===== src/rtl/sine_pkg.sv =====
// sine_pkg: shared types and elaboration-time quarter-wave
// ROM contents for the sine_dds_gen waveform source.
package sine_pkg;

    typedef enum logic [1:0] {
        WM_FULL   = 2'd0,
        WM_HALF   = 2'd1,
        WM_ABS    = 2'd2,
        WM_SQUARE = 2'd3
    } wave_mode_t;

    // Q2.30 fixed-point constants for the table generator
    localparam longint FX_ONE     = 64'sd1073741824;
    localparam longint HALF_PI_FX = 64'sd1686629713;

    // round((2**(out_w-1)-1) * sin(pi/2*(i+0.5)/2**addr_w))
    // Integer Taylor series so the table folds to constants.
    function automatic int quarter_rom_entry(
        input int i,
        input int out_w,
        input int addr_w
    );
        longint x;
        longint term;
        longint sum;
        longint den;
        longint amp;
        x    = HALF_PI_FX * (64'sd2 * longint'(i) + 64'sd1);
        x    = x / (64'sd2 <<< addr_w);
        term = x;
        sum  = x;
        for (int k = 1; k <= 7; k++) begin
            den  = longint'(2 * k) * longint'(2 * k + 1);
            term = ((term * x) / FX_ONE) * x / FX_ONE;
            term = -term / den;
            sum  = sum + term;
        end
        amp = (64'sd1 <<< (out_w - 1)) - 64'sd1;
        return int'((amp * sum + FX_ONE / 64'sd2) / FX_ONE);
    endfunction

endpackage


===== src/rtl/sine_dds_gen_if.sv =====
// sine_dds_gen_if: valid/ready sample stream from the DDS
// towards PWM/DAC drivers.
interface sine_dds_gen_if #(
    parameter int OUT_W = 8
);

    logic [OUT_W-1:0] sample;
    logic             sample_sof;
    logic             sample_valid;
    logic             sample_ready;

    modport master (
        output sample,
        output sample_sof,
        output sample_valid,
        input  sample_ready
    );

    modport slave (
        input  sample,
        input  sample_sof,
        input  sample_valid,
        output sample_ready
    );

endinterface


===== src/rtl/sine_quarter_rom.sv =====
// sine_quarter_rom: quarter-wave sine magnitude table with a
// registered read port; contents built at elaboration time.
module sine_quarter_rom
    import sine_pkg::*;
#(
    parameter int OUT_W  = 8,
    parameter int ADDR_W = 5
) (
    input  logic              clk,
    input  logic              i_en,
    input  logic [ADDR_W-1:0] i_addr,
    output logic [OUT_W-2:0]  o_data
);

    localparam int N = 2 ** ADDR_W;

    logic [OUT_W-2:0] w_tab [N];
    logic [OUT_W-2:0] r_data;

    for (genvar g = 0; g < N; g++) begin : g_tab
        localparam int V = quarter_rom_entry(g, OUT_W, ADDR_W);
        assign w_tab[g] = V[OUT_W-2:0];
    end

    // registered read; holds its word while the pipe is stalled
    always_ff @(posedge clk) begin
        if (i_en) begin
            r_data <= w_tab[i_addr];
        end
    end

    assign o_data = r_data;

endmodule


===== src/rtl/sine_dds_gen.sv =====
// sine_dds_gen: phase-accumulator DDS with quarter-wave ROM,
// four waveform modes and a valid/ready sample output.
module sine_dds_gen
    import sine_pkg::*;
#(
    parameter int OUT_W   = 8,
    parameter int ADDR_W  = 5,
    parameter int PHASE_W = 16
) (
    input  logic               clk,
    input  logic               rst_n,
    input  logic               en,
    input  logic               cfg_load,
    input  logic [PHASE_W-1:0] freq_word,
    input  logic [PHASE_W-1:0] phase_off,
    input  wave_mode_t         mode,
    input  logic               phase_clr,
    sine_dds_gen_if.master     smp
);

    // PHASE_W must be at least ADDR_W+2
    localparam int PW = ADDR_W + 2;

    // shadow configuration
    logic [PHASE_W-1:0] r_freq_sh;
    logic [PHASE_W-1:0] r_off_sh;
    wave_mode_t         r_mode_sh;

    // accumulator and pending start-of-period tag
    logic [PHASE_W-1:0] r_acc;
    logic               r_sof_pend;

    // stage 1: phase bits for the ROM
    logic               r_s1_valid;
    logic [PW-1:0]      r_s1_ph;
    wave_mode_t         r_s1_mode;
    logic               r_s1_sof;

    // stage 2: alongside the ROM read data
    logic               r_s2_valid;
    logic [1:0]         r_s2_quad;
    wave_mode_t         r_s2_mode;
    logic               r_s2_sof;

    // output register
    logic [OUT_W-1:0]   r_sample;
    logic               r_sof;
    logic               r_valid;

    logic               w_adv;
    logic               w_issue;
    logic               w_sof;
    logic [PHASE_W-1:0] w_acc_base;
    logic [PHASE_W-1:0] w_acc_nxt;
    logic               w_carry;
    logic [PHASE_W-1:0] w_ph;
    logic               w_ph_unused;
    logic [1:0]         w_quad;
    logic [ADDR_W-1:0]  w_idx;
    logic [ADDR_W-1:0]  w_addr;
    logic [OUT_W-2:0]   w_q;
    logic               w_upper;
    logic [OUT_W-1:0]   w_dec;

    // whole pipe advances only when the output slot frees up
    assign w_adv   = !r_valid || smp.sample_ready;
    assign w_issue = en && w_adv;

    // a clear this cycle replaces the accumulator before use
    assign w_acc_base = phase_clr ? '0 : r_acc;
    assign w_sof      = phase_clr || r_sof_pend;

    assign {w_carry, w_acc_nxt} =
        {1'b0, w_acc_base} + {1'b0, r_freq_sh};

    // only the top PW phase bits address the table
    assign w_ph        = w_acc_base + r_off_sh;
    assign w_ph_unused = ^w_ph;

    // odd quadrants read the quarter table mirrored
    assign w_quad = r_s1_ph[PW-1 -: 2];
    assign w_idx  = r_s1_ph[ADDR_W-1:0];
    assign w_addr = w_idx ^ {ADDR_W{w_quad[0]}};

    sine_quarter_rom #(
        .OUT_W  (OUT_W),
        .ADDR_W (ADDR_W)
    ) u_rom (
        .clk    (clk),
        .i_en   (w_adv),
        .i_addr (w_addr),
        .o_data (w_q)
    );

    // shadow config registers, loaded on cfg_load
    always_ff @(posedge clk) begin
        if (!rst_n) begin
            r_freq_sh <= '0;
            r_off_sh  <= '0;
            r_mode_sh <= WM_FULL;
        end else if (cfg_load) begin
            r_freq_sh <= freq_word;
            r_off_sh  <= phase_off;
            r_mode_sh <= mode;
        end
    end

    // phase accumulator; carry-out tags the next sample as sof
    always_ff @(posedge clk) begin
        if (!rst_n) begin
            r_acc      <= '0;
            r_sof_pend <= 1'b1;
        end else if (w_issue) begin
            r_acc      <= w_acc_nxt;
            r_sof_pend <= w_carry;
        end else if (phase_clr) begin
            r_acc      <= '0;
            r_sof_pend <= 1'b1;
        end
    end

    // stage 1: capture issued phase, mode and tag
    always_ff @(posedge clk) begin
        if (!rst_n) begin
            r_s1_valid <= 1'b0;
            r_s1_ph    <= '0;
            r_s1_mode  <= WM_FULL;
            r_s1_sof   <= 1'b0;
        end else if (w_adv) begin
            r_s1_valid <= w_issue;
            r_s1_ph    <= w_ph[PHASE_W-1 -: PW];
            r_s1_mode  <= r_mode_sh;
            r_s1_sof   <= w_sof;
        end
    end

    // stage 2: carry quadrant and mode beside the ROM read
    always_ff @(posedge clk) begin
        if (!rst_n) begin
            r_s2_valid <= 1'b0;
            r_s2_quad  <= '0;
            r_s2_mode  <= WM_FULL;
            r_s2_sof   <= 1'b0;
        end else if (w_adv) begin
            r_s2_valid <= r_s1_valid;
            r_s2_quad  <= w_quad;
            r_s2_mode  <= r_s1_mode;
            r_s2_sof   <= r_s1_sof;
        end
    end

    // shape the quarter magnitude into the selected waveform
    always_comb begin
        w_upper = !r_s2_quad[1];
        w_dec   = '0;
        unique case (r_s2_mode)
            WM_FULL: begin
                w_dec = w_upper ? {1'b1, w_q} : {1'b0, ~w_q};
            end
            WM_HALF: begin
                w_dec = w_upper ? {w_q, 1'b1} : '0;
            end
            WM_ABS: begin
                w_dec = {w_q, 1'b1};
            end
            WM_SQUARE: begin
                w_dec = w_upper ? '1 : '0;
            end
        endcase
    end

    // output register; holds while valid and not ready
    always_ff @(posedge clk) begin
        if (!rst_n) begin
            r_valid  <= 1'b0;
            r_sample <= '0;
            r_sof    <= 1'b0;
        end else if (w_adv) begin
            r_valid  <= r_s2_valid;
            r_sample <= w_dec;
            r_sof    <= r_s2_sof;
        end
    end

    assign smp.sample       = r_sample;
    assign smp.sample_sof   = r_sof;
    assign smp.sample_valid = r_valid;

endmodule

===== src/flat_wrapper.sv =====
// flat-port wrapper written by rule: the top's interface ports become plain ports
module sine_dds_gen_flat import sine_pkg::*;
#(
    parameter int OUT_W   = 8,
    parameter int ADDR_W  = 5,
    parameter int PHASE_W = 16
)
  (clk, rst_n, en, cfg_load, freq_word, phase_off, mode, phase_clr, smp_sample, smp_sample_sof, smp_sample_valid, smp_sample_ready);
  sine_dds_gen_if #(.OUT_W(OUT_W)) smp_i ();
  input  logic clk;
  input  logic rst_n;
  input  logic en;
  input  logic cfg_load;
  input  logic [PHASE_W-1:0] freq_word;
  input  logic [PHASE_W-1:0] phase_off;
  input  wave_mode_t mode;
  input  logic phase_clr;
  output wire logic [$bits(smp_i.sample)-1:0] smp_sample;
  output wire logic [$bits(smp_i.sample_sof)-1:0] smp_sample_sof;
  output wire logic [$bits(smp_i.sample_valid)-1:0] smp_sample_valid;
  input wire logic [$bits(smp_i.sample_ready)-1:0] smp_sample_ready;
  assign smp_sample = smp_i.sample;
  assign smp_sample_sof = smp_i.sample_sof;
  assign smp_sample_valid = smp_i.sample_valid;
  assign smp_i.sample_ready = smp_sample_ready;
  sine_dds_gen #(.OUT_W(OUT_W), .ADDR_W(ADDR_W), .PHASE_W(PHASE_W)) u_core (.clk(clk), .rst_n(rst_n), .en(en), .cfg_load(cfg_load), .freq_word(freq_word), .phase_off(phase_off), .mode(mode), .phase_clr(phase_clr), .smp(smp_i));
endmodule

===== config.mk =====
export PLATFORM = sky130hd
export DESIGN_NAME = sine_dds_gen_flat
export DESIGN_NICKNAME = d
export VERILOG_FILES = /design/src/rtl/sine_pkg.sv /design/src/rtl/sine_dds_gen_if.sv /design/src/rtl/sine_quarter_rom.sv /design/src/rtl/sine_dds_gen.sv /design/src/flat_wrapper.sv
export SDC_FILE = /design/constraint.sdc
export NUM_CORES = 1
export LEC_CHECK = 0
export BUFFER_PORTS_ARGS = -buffer_cell sky130_fd_sc_hd__buf_2
export CORE_ASPECT_RATIO = 0.5
export CORE_MARGIN = 4
export CORE_UTILIZATION = 55
export CTS_BUF_LIST = sky130_fd_sc_hd__clkbuf_16
export DETAILED_ROUTE_END_ITERATION = 7
export PLACE_DENSITY = 0.75
export SETUP_SLACK_MARGIN = 0.3
export SLEW_MARGIN = 25
export SYNTH_ARGS = -nofsm -noshare
export SYNTH_HDL_FRONTEND = slang
export SYNTH_HIERARCHICAL = 1
export SYNTH_SLANG_ARGS = --single-unit

===== constraint.sdc =====
create_clock -name clk -period 4.4 [get_ports clk]
set_input_delay 0.22 -clock clk [delete_from_list [all_inputs] [get_ports clk]]
set_output_delay 0.22 -clock clk [all_outputs]
set_load 0.02 [all_outputs]

==> reports/qor.txt <==
======================================================================================================
Slowest cell on the critical path ....................................................... sky130_fd_sc_hd__buf_2
Power after layout ......................................................................     2.100 mW
Sort of element at the start of the critical path ....................................... primary input
Placed wire-length estimate .............................................................     8.641 mm
Last element of the critical path ....................................................... u_core/r_sof_pend
Ports placed on the boundary ............................................................           50
Pins Over Slew Limit ....................................................................            0
Layout-stage area growth over the synthesis result ......................................       9.263%
Root cell of the clock tree ............................................................. sky130_fd_sc_hd__clkbuf_16
Launching element of the worst setup path ...............................................    phase_clr
Final Hold Fails ........................................................................            0
Least setup slack across all paths after layout .........................................     1.506 ns
Drt initial violations ..................................................................          281
Cell area after placement ...............................................................   5836 sq um
Number of flops mapped to enable cells by yosys .........................................            7
CTS Buf Count ...........................................................................            9
Total buffers and inverters traversed by the critical path ..............................            1
Final std cell area, no fill ............................................................   6155 sq um
Worst hold slack ........................................................................    0.1188 ns
Worst slew slack as a fraction of its limit .............................................       0.3153
Launch instance of the worst register-to-register path .................................. u_core/r_acc[1]
Worst reg-to-reg setup slack ............................................................      1.57 ns
Core Util, Final ........................................................................       0.6347
Sequential cell fraction of total power .................................................        0.432
Fillcell total ..........................................................................          866
Endpoint type of the worst setup path ...................................................         flop
Final clock period utilization by the worst path ........................................       0.6578
Setup TNS ...............................................................................         0 ns
Logic gate share of total power .........................................................        0.186
Syn Nets ................................................................................          746
Area of the core region .................................................................   9697 sq um
Worst setup skew after layout ...........................................................  0.007720 ns
ANT nets after route ....................................................................            0
Number of maximum-capacitance violations ................................................            0
Switching share of power ................................................................       0.2795
Count of different cell masters after synthesis .........................................           79
Power density of the placed cells ....................................................... 341.1 nW/um^2
Levels on crit path .....................................................................           12
Post-placement cell count ...............................................................          817
Setup repair after global routing missed its margin .....................................           no
Cell-by-cell listing of the critical path ............................................... buf_2 > nor2b_1 > ha_1 > ha_1 > a211oi_1 > nor2_1 > o221ai_1 > a31oi_1 > nor3_2 > o21bai_2 > a2111oi_1 > a21oi_1
Total global-route track usage ..........................................................       0.2204
Die width ...............................................................................     151.1 um
TritonCTS clock tree ....................................................................         done
Clock period minus worst slack ..........................................................     2.894 ns
Total wirelength of the detailed-routed design ..........................................     12.58 mm
Maximum number of pins on one net before global-route repair ............................           47
P_sw ....................................................................................     586.8 uW
Global-route wire length before repair ..................................................     21.75 mm
Synthesis warning total .................................................................            6
Post-CTS Hold Buffers ...................................................................            0
Internal Pwr Total ......................................................................     1.513 mW
Clock sink total ........................................................................           84
Synth async-reset ratio .................................................................            0
Kind of cell adding the most delay to the critical path ................................. compound AO/OA/AOI/OAI gates
Number of nets in the layout ............................................................          757
Peak supply drop ........................................................................     192.5 uV
Tightest Pin Transition .................................................................     1.027 ns
Number of iterations in the first detailed-routing pass .................................            5
Fraction of layout instances using a drive strength above 1 .............................       0.1375
Startpoint-to-endpoint class of the critical path ....................................... primary input to flop
Cells on worst reg2reg path .............................................................           11
Routed via count ........................................................................         4827
Buffer count from post-CTS setup fixing .................................................            0
Drc violations ..........................................................................            0
Part of the total power dissipated in the clock network .................................        0.382
Port bufs ...............................................................................           49
Data required time at the worst endpoint ................................................      4.60 ns
Area of the die .........................................................................  12020 sq um
Primary FF master, synth ................................................................ sky130_fd_sc_hd__dfxtp_1
Pre-CTS setup slack .....................................................................     1.192 ns
Height of the chip ......................................................................     79.56 um
Number of global-route vias before repair ...............................................         4544
Post-detailed-route via-to-cell ratio ...................................................        5.795
Clock transition at the register clock pins on the worst setup and hold paths after CTS .      0.06 ns
Count of mapped cells out of synthesis ..................................................          682
Count of antenna diodes in the layout ...................................................            0
Critical Path Max Stage Delay ...........................................................      0.56 ns
Count of non-filler cells in the finished layout ........................................          833
Leak Pwr ................................................................................     2.527 nW
Grt ovf .................................................................................            0
Flip-flop and latch count after synthesis ...............................................           84
Per-instance average area after synthesis ...............................................  8.259 sq um
Area of the mapped netlist ..............................................................   5633 sq um
Average wire per standard cell ..........................................................     15.11 um
Initial antenna violation count .........................................................            0
Share of synthesized area occupied by flip-flops and latches ............................       0.3110
Starting utilization of the core area ...................................................       0.5809
Site Rows ...............................................................................           25
Run status .............................................................................. finished, final reports clean
Largest buffer count on any clock path ..................................................            2
Critical Path Most Common Cell .......................................................... sky130_fd_sc_hd__ha_1
CP Data Arrival Time ....................................................................      3.10 ns
Gpl congestion ..........................................................................       0.8968
Resized cells post-CTS ..................................................................            0
H-tree levels ...........................................................................            3
Number of endpoints failing setup at the final stage ....................................            0
Class of the tightest hold or removal check ............................................. primary input to flop
Capture instance of the worst register-to-register path ................................. u_core/r_sof_pend
Clk_lat worst skew ......................................................................      0.33 ns
FMAX ....................................................................................    345.5 MHz
Largest driver fanout on the critical path ..............................................           39
======================================================================================================
## cell usage in the layout (no fill, tap or decap), types with 4 or more instances in the layout
cell	n
sky130_fd_sc_hd__a211oi_1	11
sky130_fd_sc_hd__nor3_1	11
sky130_fd_sc_hd__or3_1	4
sky130_fd_sc_hd__a21o_1	7
sky130_fd_sc_hd__a311oi_1	8
sky130_fd_sc_hd__xor2_1	20
sky130_fd_sc_hd__mux4_2	4
sky130_fd_sc_hd__clkbuf_16	9
sky130_fd_sc_hd__nand3_1	16
sky130_fd_sc_hd__and2_1	5
sky130_fd_sc_hd__o21ai_0	24
sky130_fd_sc_hd__xnor2_1	20
sky130_fd_sc_hd__edfxtp_1	7
sky130_fd_sc_hd__buf_2	49
sky130_fd_sc_hd__nor2_1	98
sky130_fd_sc_hd__o21ai_1	5
sky130_fd_sc_hd__o31ai_1	7
sky130_fd_sc_hd__nor4bb_1	5
sky130_fd_sc_hd__o21a_1	6
sky130_fd_sc_hd__ha_1	24
sky130_fd_sc_hd__a21oi_1	40
sky130_fd_sc_hd__buf_4	5
sky130_fd_sc_hd__dfxtp_1	77
sky130_fd_sc_hd__o211ai_1	12
sky130_fd_sc_hd__nand2_1	62
sky130_fd_sc_hd__a31oi_1	14
sky130_fd_sc_hd__inv_1	19
sky130_fd_sc_hd__nor2b_1	13
sky130_fd_sc_hd__mux2i_1	36
sky130_fd_sc_hd__nand2b_1	9
## routing by layer
layer  GRT usage  up-vias  wire, um
met5           0        -         0
met4     0.04792        0        68
met3     0.04594        6       403
met2      0.3708       66      6017
met1      0.2932     2306      6094
li1            -     2449         -
## cell families after synthesis
logic type      synth area share
mux                      0.08263
fa+ha+maj                0.06264
xor+xnor                 0.06220
compound gates            0.2197
simple gates              0.2052
buf+inv                  0.05664
flops                     0.3110
## registers in the layout, indices dropped and copies added, names as in the netlist, 2 cells and up
name                 count
u_core/r_acc            16
u_core/r_freq_sh        16
u_core/r_mode_sh         2
u_core/r_off_sh         16
u_core/r_s1_mode         2
u_core/r_s1_ph           7
u_core/r_s2_mode         2
u_core/smp.sample        8
u_core/u_rom/o_data      7
## tightest hold or removal path, stage by stage
cell and delay (ns):
sky130_fd_sc_hd__buf_2 0.07, sky130_fd_sc_hd__mux2i_1 0.05, sky130_fd_sc_hd__nor2_1 0.07
## Yosys cell counts, types with 8 or more instances
cell type | instances | share of area
sky130_fd_sc_hd__xor2_1 | 20 | 0.031
sky130_fd_sc_hd__a211oi_1 | 11 | 0.015
sky130_fd_sc_hd__nand3_1 | 16 | 0.014
sky130_fd_sc_hd__a21oi_1 | 40 | 0.036
sky130_fd_sc_hd__nand2_1 | 62 | 0.041
sky130_fd_sc_hd__buf_1 | 8 | 0.0053
sky130_fd_sc_hd__nor2b_1 | 14 | 0.016
sky130_fd_sc_hd__mux2i_1 | 36 | 0.064
sky130_fd_sc_hd__inv_1 | 18 | 0.012
sky130_fd_sc_hd__dfxtp_1 | 77 | 0.27
sky130_fd_sc_hd__o21ai_0 | 24 | 0.021
sky130_fd_sc_hd__clkbuf_1 | 30 | 0.020
sky130_fd_sc_hd__buf_2 | 8 | 0.0071
sky130_fd_sc_hd__ha_1 | 24 | 0.053
sky130_fd_sc_hd__nand2b_1 | 9 | 0.010
sky130_fd_sc_hd__nor2_1 | 98 | 0.065
sky130_fd_sc_hd__a31oi_1 | 14 | 0.016
sky130_fd_sc_hd__nor3_1 | 11 | 0.0098
sky130_fd_sc_hd__xnor2_1 | 20 | 0.031
sky130_fd_sc_hd__o211ai_1 | 12 | 0.016
sky130_fd_sc_hd__a311oi_1 | 8 | 0.012
## worst min path at each step
stage | startpoint | to | slack, ns | depth (start not counted)
floorplan | mode[0] | u_core/r_mode_sh[0] | 0.37 | 2
global placement | u_core/smp.sample_sof | u_core/smp.sample_sof | 0.44 | 2
detailed placement | u_core/r_s1_ph[6] | u_core/r_s2_quad[1] | 0.44 | 2
CTS | phase_off[5] | u_core/r_off_sh[5] | 0.11 | 3
global route | freq_word[4] | u_core/r_freq_sh[4] | 0.12 | 3
finish | phase_off[2] | u_core/r_off_sh[2] | 0.12 | 3
## power by group through the flow
stage / combinational, mW / sequential (mW) / clock [mW]
after detailed placement: 0.386 / 0.924 / 0
after global routing: 0.444 / 0.916 / 0.856
after CTS: 0.391 / 0.907 / 0.825
final: 0.390 / 0.907 / 0.802
after floorplan: 0.307 / 0.909 / 0
after global placement: 0.376 / 0.923 / 0
## area by class of cell
type                            count  area [sq um]  share of cell area
Clock inverter                      7         93.84             0.01525
Clock buffer                        9         225.2             0.03659
Timing Repair Buffer               54         282.8             0.04594
Multi-Input combinational cell    526          3565              0.5792
Sequential cell                    84          1752              0.2846
Tap cell                          135         168.9             0.02744
Inverter                           18         67.56             0.01098
Power figures use the tool's default switching activity.
